**config.mk**
```make
export PLATFORM = sky130hd
export DESIGN_NAME = deser_queue
export DESIGN_NICKNAME = d
export VERILOG_FILES = /design/src/rtl/deser_queue.sv
export SDC_FILE = /design/constraint.sdc
export NUM_CORES = 1
export LEC_CHECK = 0
export ABC_AREA = 1
export CAP_MARGIN = 20
export CORE_ASPECT_RATIO = 1.5
export CORE_UTILIZATION = 59
export DETAILED_ROUTE_END_ITERATION = 10
export PLACE_DENSITY = 0.79
export SYNTH_ARGS = -nofsm -noshare
export SYNTH_HDL_FRONTEND = slang
export SYNTH_SLANG_ARGS = --single-unit
```
**constraint.sdc**
```tcl
create_clock -name clock -period 2.2 [get_ports clock]
set_input_delay 0.22 -clock clock [delete_from_list [all_inputs] [get_ports clock]]
set_output_delay 0.22 -clock clock [all_outputs]
set_load 0.005 [all_outputs]
```
**src/rtl/deser_queue.sv**
```systemverilog
// deser_queue: serial-to-parallel front end feeding a first-word-fall-through
// word FIFO. Bits arrive one per rising edge of write_in, words leave one per
// rising edge of dequeue_in.
// Optional feature: define DESER_PARITY_EN to append an even-parity bit to
// every word; words failing the check are dropped and flagged on parity_err_out.
module deser_queue #(
  parameter int WIDTH     = 8,
  parameter int DEPTH     = 8,
  parameter int MSB_FIRST = 0
) (
  input  logic                       clock,
  input  logic                       reset,
  input  logic                       data_in,
  input  logic                       write_in,
  output logic                       status_out,
  input  logic                       dequeue_in,
  output logic [WIDTH-1:0]           data_out,
  output logic [$clog2(DEPTH+1)-1:0] len_out,
  output logic                       full_out,
  output logic                       empty_out,
  output logic                       overflow_out,
  output logic                       parity_err_out
);

`ifdef DESER_PARITY_EN
  localparam int WL = WIDTH + 1;
`else
  localparam int WL = WIDTH;
`endif
  localparam int CW = $clog2(WL + 1);
  localparam int PW = $clog2(DEPTH);
  localparam int LW = $clog2(DEPTH + 1);

  typedef enum logic [1:0] {COLLECT, PUSH, HOLD} state_t;

  state_t                        state, state_nx;
  logic                          write_q, deq_q;
  logic                          wr_ev, pop_ev;
  logic [CW-1:0]                 cnt;
  logic [WIDTH-1:0]              asm_word, asm_shift;
  logic                          par_bad;
  logic                          room, push, pop;
  logic [DEPTH-1:0][WIDTH-1:0]   mem;
  logic [PW-1:0]                 wr_ptr, rd_ptr;
  logic [LW-1:0]                 len;
  logic                          overflow_q;

  // a held strobe level yields exactly one event on its rising edge
  assign wr_ev  = write_in & ~write_q;
  assign pop_ev = dequeue_in & ~deq_q;

  // space is available now, or is being freed by a pop on this very edge
  assign room = ~full_out | pop_ev;
  assign pop  = pop_ev & ~empty_out;

  // new bit slides in from the end chosen by the bit order
  generate
    if (MSB_FIRST != 0) begin : g_msb
      assign asm_shift = {asm_word[WIDTH-2:0], data_in};
    end else begin : g_lsb
      assign asm_shift = {data_in, asm_word[WIDTH-1:1]};
    end
  endgenerate

`ifdef DESER_PARITY_EN
  logic par_bit;
  logic parity_err_q;

  // even parity over data plus parity bit must come out zero
  assign par_bad        = (^asm_word) ^ par_bit;
  assign parity_err_out = parity_err_q;

  // parity bit is the final bit of the word; error flag pulses on a drop
  always_ff @(posedge clock) begin
    if (!reset) begin
      par_bit      <= 1'b0;
      parity_err_q <= 1'b0;
    end else begin
      if (state == COLLECT && wr_ev && cnt == CW'(WIDTH)) par_bit <= data_in;
      parity_err_q <= (state == PUSH) & par_bad;
    end
  end
`else
  assign par_bad        = 1'b0;
  assign parity_err_out = 1'b0;
`endif

  // FSM state register
  always_ff @(posedge clock) begin
    if (!reset) state <= COLLECT;
    else        state <= state_nx;
  end

  // FSM next state: collect bits, try to push, park the word while full
  always_comb begin
    state_nx = state;
    case (state)
      COLLECT: if (wr_ev && cnt == CW'(WL - 1)) state_nx = PUSH;
      PUSH: begin
        if (par_bad || room) state_nx = COLLECT;
        else                 state_nx = HOLD;
      end
      HOLD:    if (room) state_nx = COLLECT;
      default: state_nx = COLLECT;
    endcase
  end

  // FSM outputs: ready only while collecting; push from PUSH or HOLD
  always_comb begin
    status_out = (state == COLLECT);
    push       = 1'b0;
    if (state == PUSH && !par_bad && room) push = 1'b1;
    if (state == HOLD && room)             push = 1'b1;
  end

  // edge registers, bit assembly, bit counter and overflow pulse
  always_ff @(posedge clock) begin
    if (!reset) begin
      write_q    <= 1'b0;
      deq_q      <= 1'b0;
      cnt        <= '0;
      asm_word   <= '0;
      overflow_q <= 1'b0;
    end else begin
      write_q    <= write_in;
      deq_q      <= dequeue_in;
      overflow_q <= wr_ev & (state != COLLECT);
      if (state == COLLECT && wr_ev) begin
        cnt <= cnt + CW'(1);
        if (cnt < CW'(WIDTH)) asm_word <= asm_shift;
      end
      if (state != COLLECT && state_nx == COLLECT) cnt <= '0;
    end
  end

  // word storage; contents are don't-care until written
  always_ff @(posedge clock) begin
    if (push) mem[wr_ptr] <= asm_word;
  end

  // pointers wrap naturally at the power-of-two depth; push+pop keeps len
  always_ff @(posedge clock) begin
    if (!reset) begin
      wr_ptr <= '0;
      rd_ptr <= '0;
      len    <= '0;
    end else begin
      if (push) wr_ptr <= wr_ptr + PW'(1);
      if (pop)  rd_ptr <= rd_ptr + PW'(1);
      case ({push, pop})
        2'b10:   len <= len + LW'(1);
        2'b01:   len <= len - LW'(1);
        default: len <= len;
      endcase
    end
  end

  assign len_out      = len;
  assign full_out     = (len == LW'(DEPTH));
  assign empty_out    = (len == '0);
  assign overflow_out = overflow_q;
  assign data_out     = empty_out ? '0 : mem[rd_ptr];

endmodule

```
Word level (Yosys, flattened, before mapping):

Index checks and enable logic that the tools add are counted.

* register bits: 91
* bits of input ports: 5

* add/sub/neg operators: 5
* magnitude comparators: 4
* equal/unequal tests: 6
* multiplexer cells: 13
* bitwise logic cells: 10
* reductions and logical operators: 13

Operators by type and width (number)
* bitwise mux 64 bit: 1
* binary-select mux 8 bit (select 3 bit): 1
* demux 8 bit (select 3 bit): 1
* two-way mux 8 bit: 3
* adder 4 x 1 -> 4 bit (second input constant): 2
* less-than comparator 3 x 4 -> 1 bit (second input constant): 2
* case mux 4 bit (2 select lines): 1
* adder 3 x 1 -> 3 bit (second input constant): 2
* logical AND 1 bit: 6
* two-way mux 2 bit: 3
* case mux 2 bit (3 select lines): 1
* inverter 1 bit: 5
* AND 1 bit: 4
* == test 2 x 1 -> 1 bit (second input constant): 2
* == test 2 bit (second input constant): 2
* == test 4 x 3 -> 1 bit (second input constant): 1
* == test 4 bit (second input constant): 1
* zero test 2 bit: 2
* zero test 4 bit: 1
* less-than comparator 4 bit (second input constant): 1
* nonzero test 2 bit: 2
* subtractor 4 x 1 -> 4 bit (second input constant): 1
* greater-or-equal comparator 3 x 1 -> 1 bit (second input constant): 1
* two-way mux 1 bit: 2
* 3 further kinds: 3

Depth between registers and ports, before layout:

* depth in word-level cells: 8
* mapped depth: 15

Worst setup path before layout:

No wires, ideal clock.

* path kind: register to register
* start point: register len[0] (netlist: len_out[0])
* end point: register len[2] (netlist: len_out[2])
* setup time: 0.115 ns
* arrival time: 1.838 ns
* setup slack: 0.246 ns
* stages on the path, launching flop included: 14
* cells stage by stage: dfxtp_1 nor2_1 nand3_2 nand3_1 inv_2 ha_1 nand2_1 inv_1 nor2_1 ha_1 a21oi_1 xnor2_1 o21ai_0 inv_1

* elaborated cells on any way between the ends: 16
* classes of those cells: add/sub (2); eq/ne (3); mux (3); bitwise (4); reduce/logical (4)

RTL lines
* from (decl): line 45 `logic [LW-1:0] len;`
* from (signal assigned): line 151 `2'b10: len <= len + LW'(1);`
* from (signal assigned): line 152 `2'b01: len <= len - LW'(1);`
* from (signal assigned): line 153 `default: len <= len;`
* zero test 4 bit *: line 160 `assign empty_out = (len == '0);`
* inverter 1 bit *: line 54 `assign pop = pop_ev & ~empty_out;`
* AND 1 bit *: line 54
* net pop: line 42 `logic room, push, pop;`
* == test 2 x 1 -> 1 bit or == test 2 bit (tied branches): line 150 `case ({push, pop})`
* case mux 4 bit (2 select lines) or nonzero test 2 bit (tied branches)

Mark *: on every way through the listed nets, which the timed path passes. The rest lies on a longest branch.
A chain may end at the register's enable or synchronous reset.

Final worst setup path:

* start point: register len[2] (netlist: len_out[2])
* end point: register len[2] (netlist: len_out[2])

Same word-level chain as after synthesis.

==> reports/results.ini <==
[power]
power_switching_uw=1306
p_seq_frac=0.448
cellPowerDensity_nw_per_um2=956.2
p_int_uw=3051
p_sw_frac=0.2998
ir_worst_vdd_uv=685.3
power_frac_clock=0.252
pwr-share-comb=0.299
p_leak_uw=0.001848

[synthesis]
yosysWarnings=0
ys_types=31
netlist_top_cells_count=72 x nor2_1, 64 x edfxtp_1, 50 x o21ai_0
syn_area_sq_um=3795
synth_top_cell_by_area=edfxtp_1
synth_area_leaders=edfxtp_1 51%, dfxtp_1 14%, nor2_1 7.1%, o21ai_0 6.6%, inv_1 3.3%
ys_async_sr_fraction=0
synth_seq_cells=91
mappedNetlistNets=366
synth.most_common_cell=nor2_1
avgSynthCellArea_sq_um=10.69
synth_top_cell_area_share=0.5064
synthCells=355
synth_ff_type=edfxtp_1
synth_edf_count=64
seq_area_frac_synth=0.6489

[timing]
finClkSkew_ps=10.80
post-route-min-period_ps=2068
maxSlewHeadroom=0.5962
fin_crit_sh=0.9398
setup_viol=0
fin_tns_setup_ps=0
hold_viol=0
fin_hold_ws_ps=447.2
rsz0062_at_grt=no
worstMarginPinSlew_ps=605.7
clock.fmax_mhz=483.7
slew_violations=0

[critical_path]
cp_common_cell=inv_1
cp.depth=13
end_kind=register
cp_cell_sequence=inv_1 > nand3_2 > nand3_1 > inv_2 > ha_1 > nand2_1 > inv_1 > nor2_1 > ha_1 > a21oi_1 > xnor2_1 > o21ai_0 > inv_1
path_buf_inv=4
cp_slowest_stage_delay_ps=350
r2r-start=len_out[2]
cpMaxStageDelayCell=dfxtp_2
r2r_cells=13
crit_type=reg -> reg
crit_start=len_out[2]
crit_family=simple AND/OR/NAND/NOR gates
startpoint_type=register
crit_required_ps=2430
worstPathArrival_ps=2300
crit_fanout=5

[outcome]
outcome=complete, no violations

[grt]
grt.overflow.total=0
grt.total_usage=0.2416
grt_max_degree=25
first_global_vias=2542
grt_pass1_wl_mm=11.56
grt_antenna_before_repair=0

[clock_network]
cts_sinks=91
cts-root-buf=clkbuf_8
cts_hold_buf=0
path_clk_slew_ps=80
htree_levels=3
cts_max_path_buffers=2
cts_tree=built
cts_buffers=9
clk_latency_ps=350

[floorplanning]
start_util=0.6146
ios=22
die_w_um=67.48
core-area_sq_um=6175
die_area_sq_um=6763
core.rowCount=35
die_y_um=100.2

[min_path]
min_path_type=in -> reg
hold_path_startpoint=write_in
holdPathStages=3

[run]
drv_cap=0

[place]
io_buffers=20
gp_congestion=0.7850
dp_hpwl_mm=4.929

[routing]
remaining_drc_errors=0
dr.pass1.iters=4
wl_per_cell_um=15.74
routed_wl_mm=7.602
vias=2685
drt-initial-drc-count=85
drt.antenna.violating_nets=0
vias_per_cell=5.559

[finish]
n_fill_cell=423
insertedDiodeCount=0
syn_to_final_growth_pct=20.08
fin_nets=415
drive_gt1_frac=0.1516

==> cell usage in the layout, fill, tap and decap left out, types with 2 or more instances in the layout <==
master            n
nor2_1           71
edfxtp_1         64
o21ai_0          45
inv_1            32
buf_4            26
nand2_1          25
dfxtp_1          24
a21oi_1          15
clkdlybuf4s50_1  12
o21ai_1           9
clkbuf_8          9
mux2i_1           8
dlymetal6s2s_1    8
nand3_1           7
o22ai_1           7
ha_1              6
nor3_1            4
nand4_1           3
nor2_4            2
xnor2_1           2
clkinv_4          2
inv_6             2
clkbuf_16         2
dfxtp_2           2
buf_12            2
buf_6             2
==> layout make-up <==
class / instances / area (sq um) / share of cell area
clock buffers: 10 / 127.6 / 0.02801
clock inverters: 6 / 72.57 / 0.01593
inverters: 34 / 130.1 / 0.02856
multi-input cells: 215 / 1122 / 0.2463
flip-flops and latches: 91 / 2469 / 0.5417
well taps: 74 / 92.59 / 0.02032
repair buffers: 53 / 543.0 / 0.1192
==> registers in the layout (all words and copies together) (netlist names) <==
signal / cells
deq_q: 1
len_out: 4
state: 2
mem: 64
asm_word: 8
overflow_out: 1
cnt: 4
write_q: 1
rd_ptr: 3
wr_ptr: 3
==> through the flow <==
step / area [sq um] / util / std cells / power, uW / setup WS [ps]
after floorplan: 3795 / - / 355 / 2594 / 246.4
after global placement: 4159 / 0.6736 / 454 / 3048 / 128.3
after detailed placement: 4159 / 0.6736 / 454 / 3077 / 30.65
after CTS: 4390 / 0.7110 / 470 / 4207 / -9.451
after global routing: 4557 / 0.7380 / 483 / 4558 / 19.03
final: 4557 / 0.7380 / 483 / 4357 / 132.4
==> routing by layer <==
metal	up-vias	global-route usage	part of all wire
li1	1313	-	-
met1	1275	0.2521	0.37
met2	80	0.4265	0.56
met3	17	0.05114	0.047
met4	0	0.1440	0.029
met5	-	0	0
==> tightest hold or removal path, cell delays in order <==
cell,delay (ps)
clkdlybuf4s50_1,410
nand2_1,80
inv_1,40
==> cell families after synthesis <==
family / synth area share
other: 0.0009882
multiplexers: 0.02110
XOR/XNOR: 0.006925
flip-flops: 0.6489
adder cells (fa/ha/maj): 0.01978
buffers and inverters: 0.05770
AO/OA/AOI/OAI: 0.1088
AND/OR/NAND/NOR: 0.1358
==> path summary, 6_finish.rpt <==
kind / slack [ps] / endpoint
min: 450 / write_q
max: 130 / len_out[2]
max reg2reg: 130 / len_out[2]
min reg2reg: 480 / overflow_out
==> repair_timing <==
action | in CTS | in global routing
buffers inserted | 0 | 11
setup endpoints to repair | 6 | 9
pin swaps | 2 | 5
gates resized for setup | 11 | 17
gates cloned | 0 | 2
hold endpoints to repair | 0 | 0
==> power groups by stage <==
stage	Sequential, uW	Clock, uW	Combinational [uW]
floorplan	1970	0	621
global placement	1970	0	1080
detailed placement	1970	0	1100
CTS	1940	1120	1150
global route	1960	1180	1420
finish	1950	1100	1300
No activity file was read; power rests on OpenSTA's default activity.
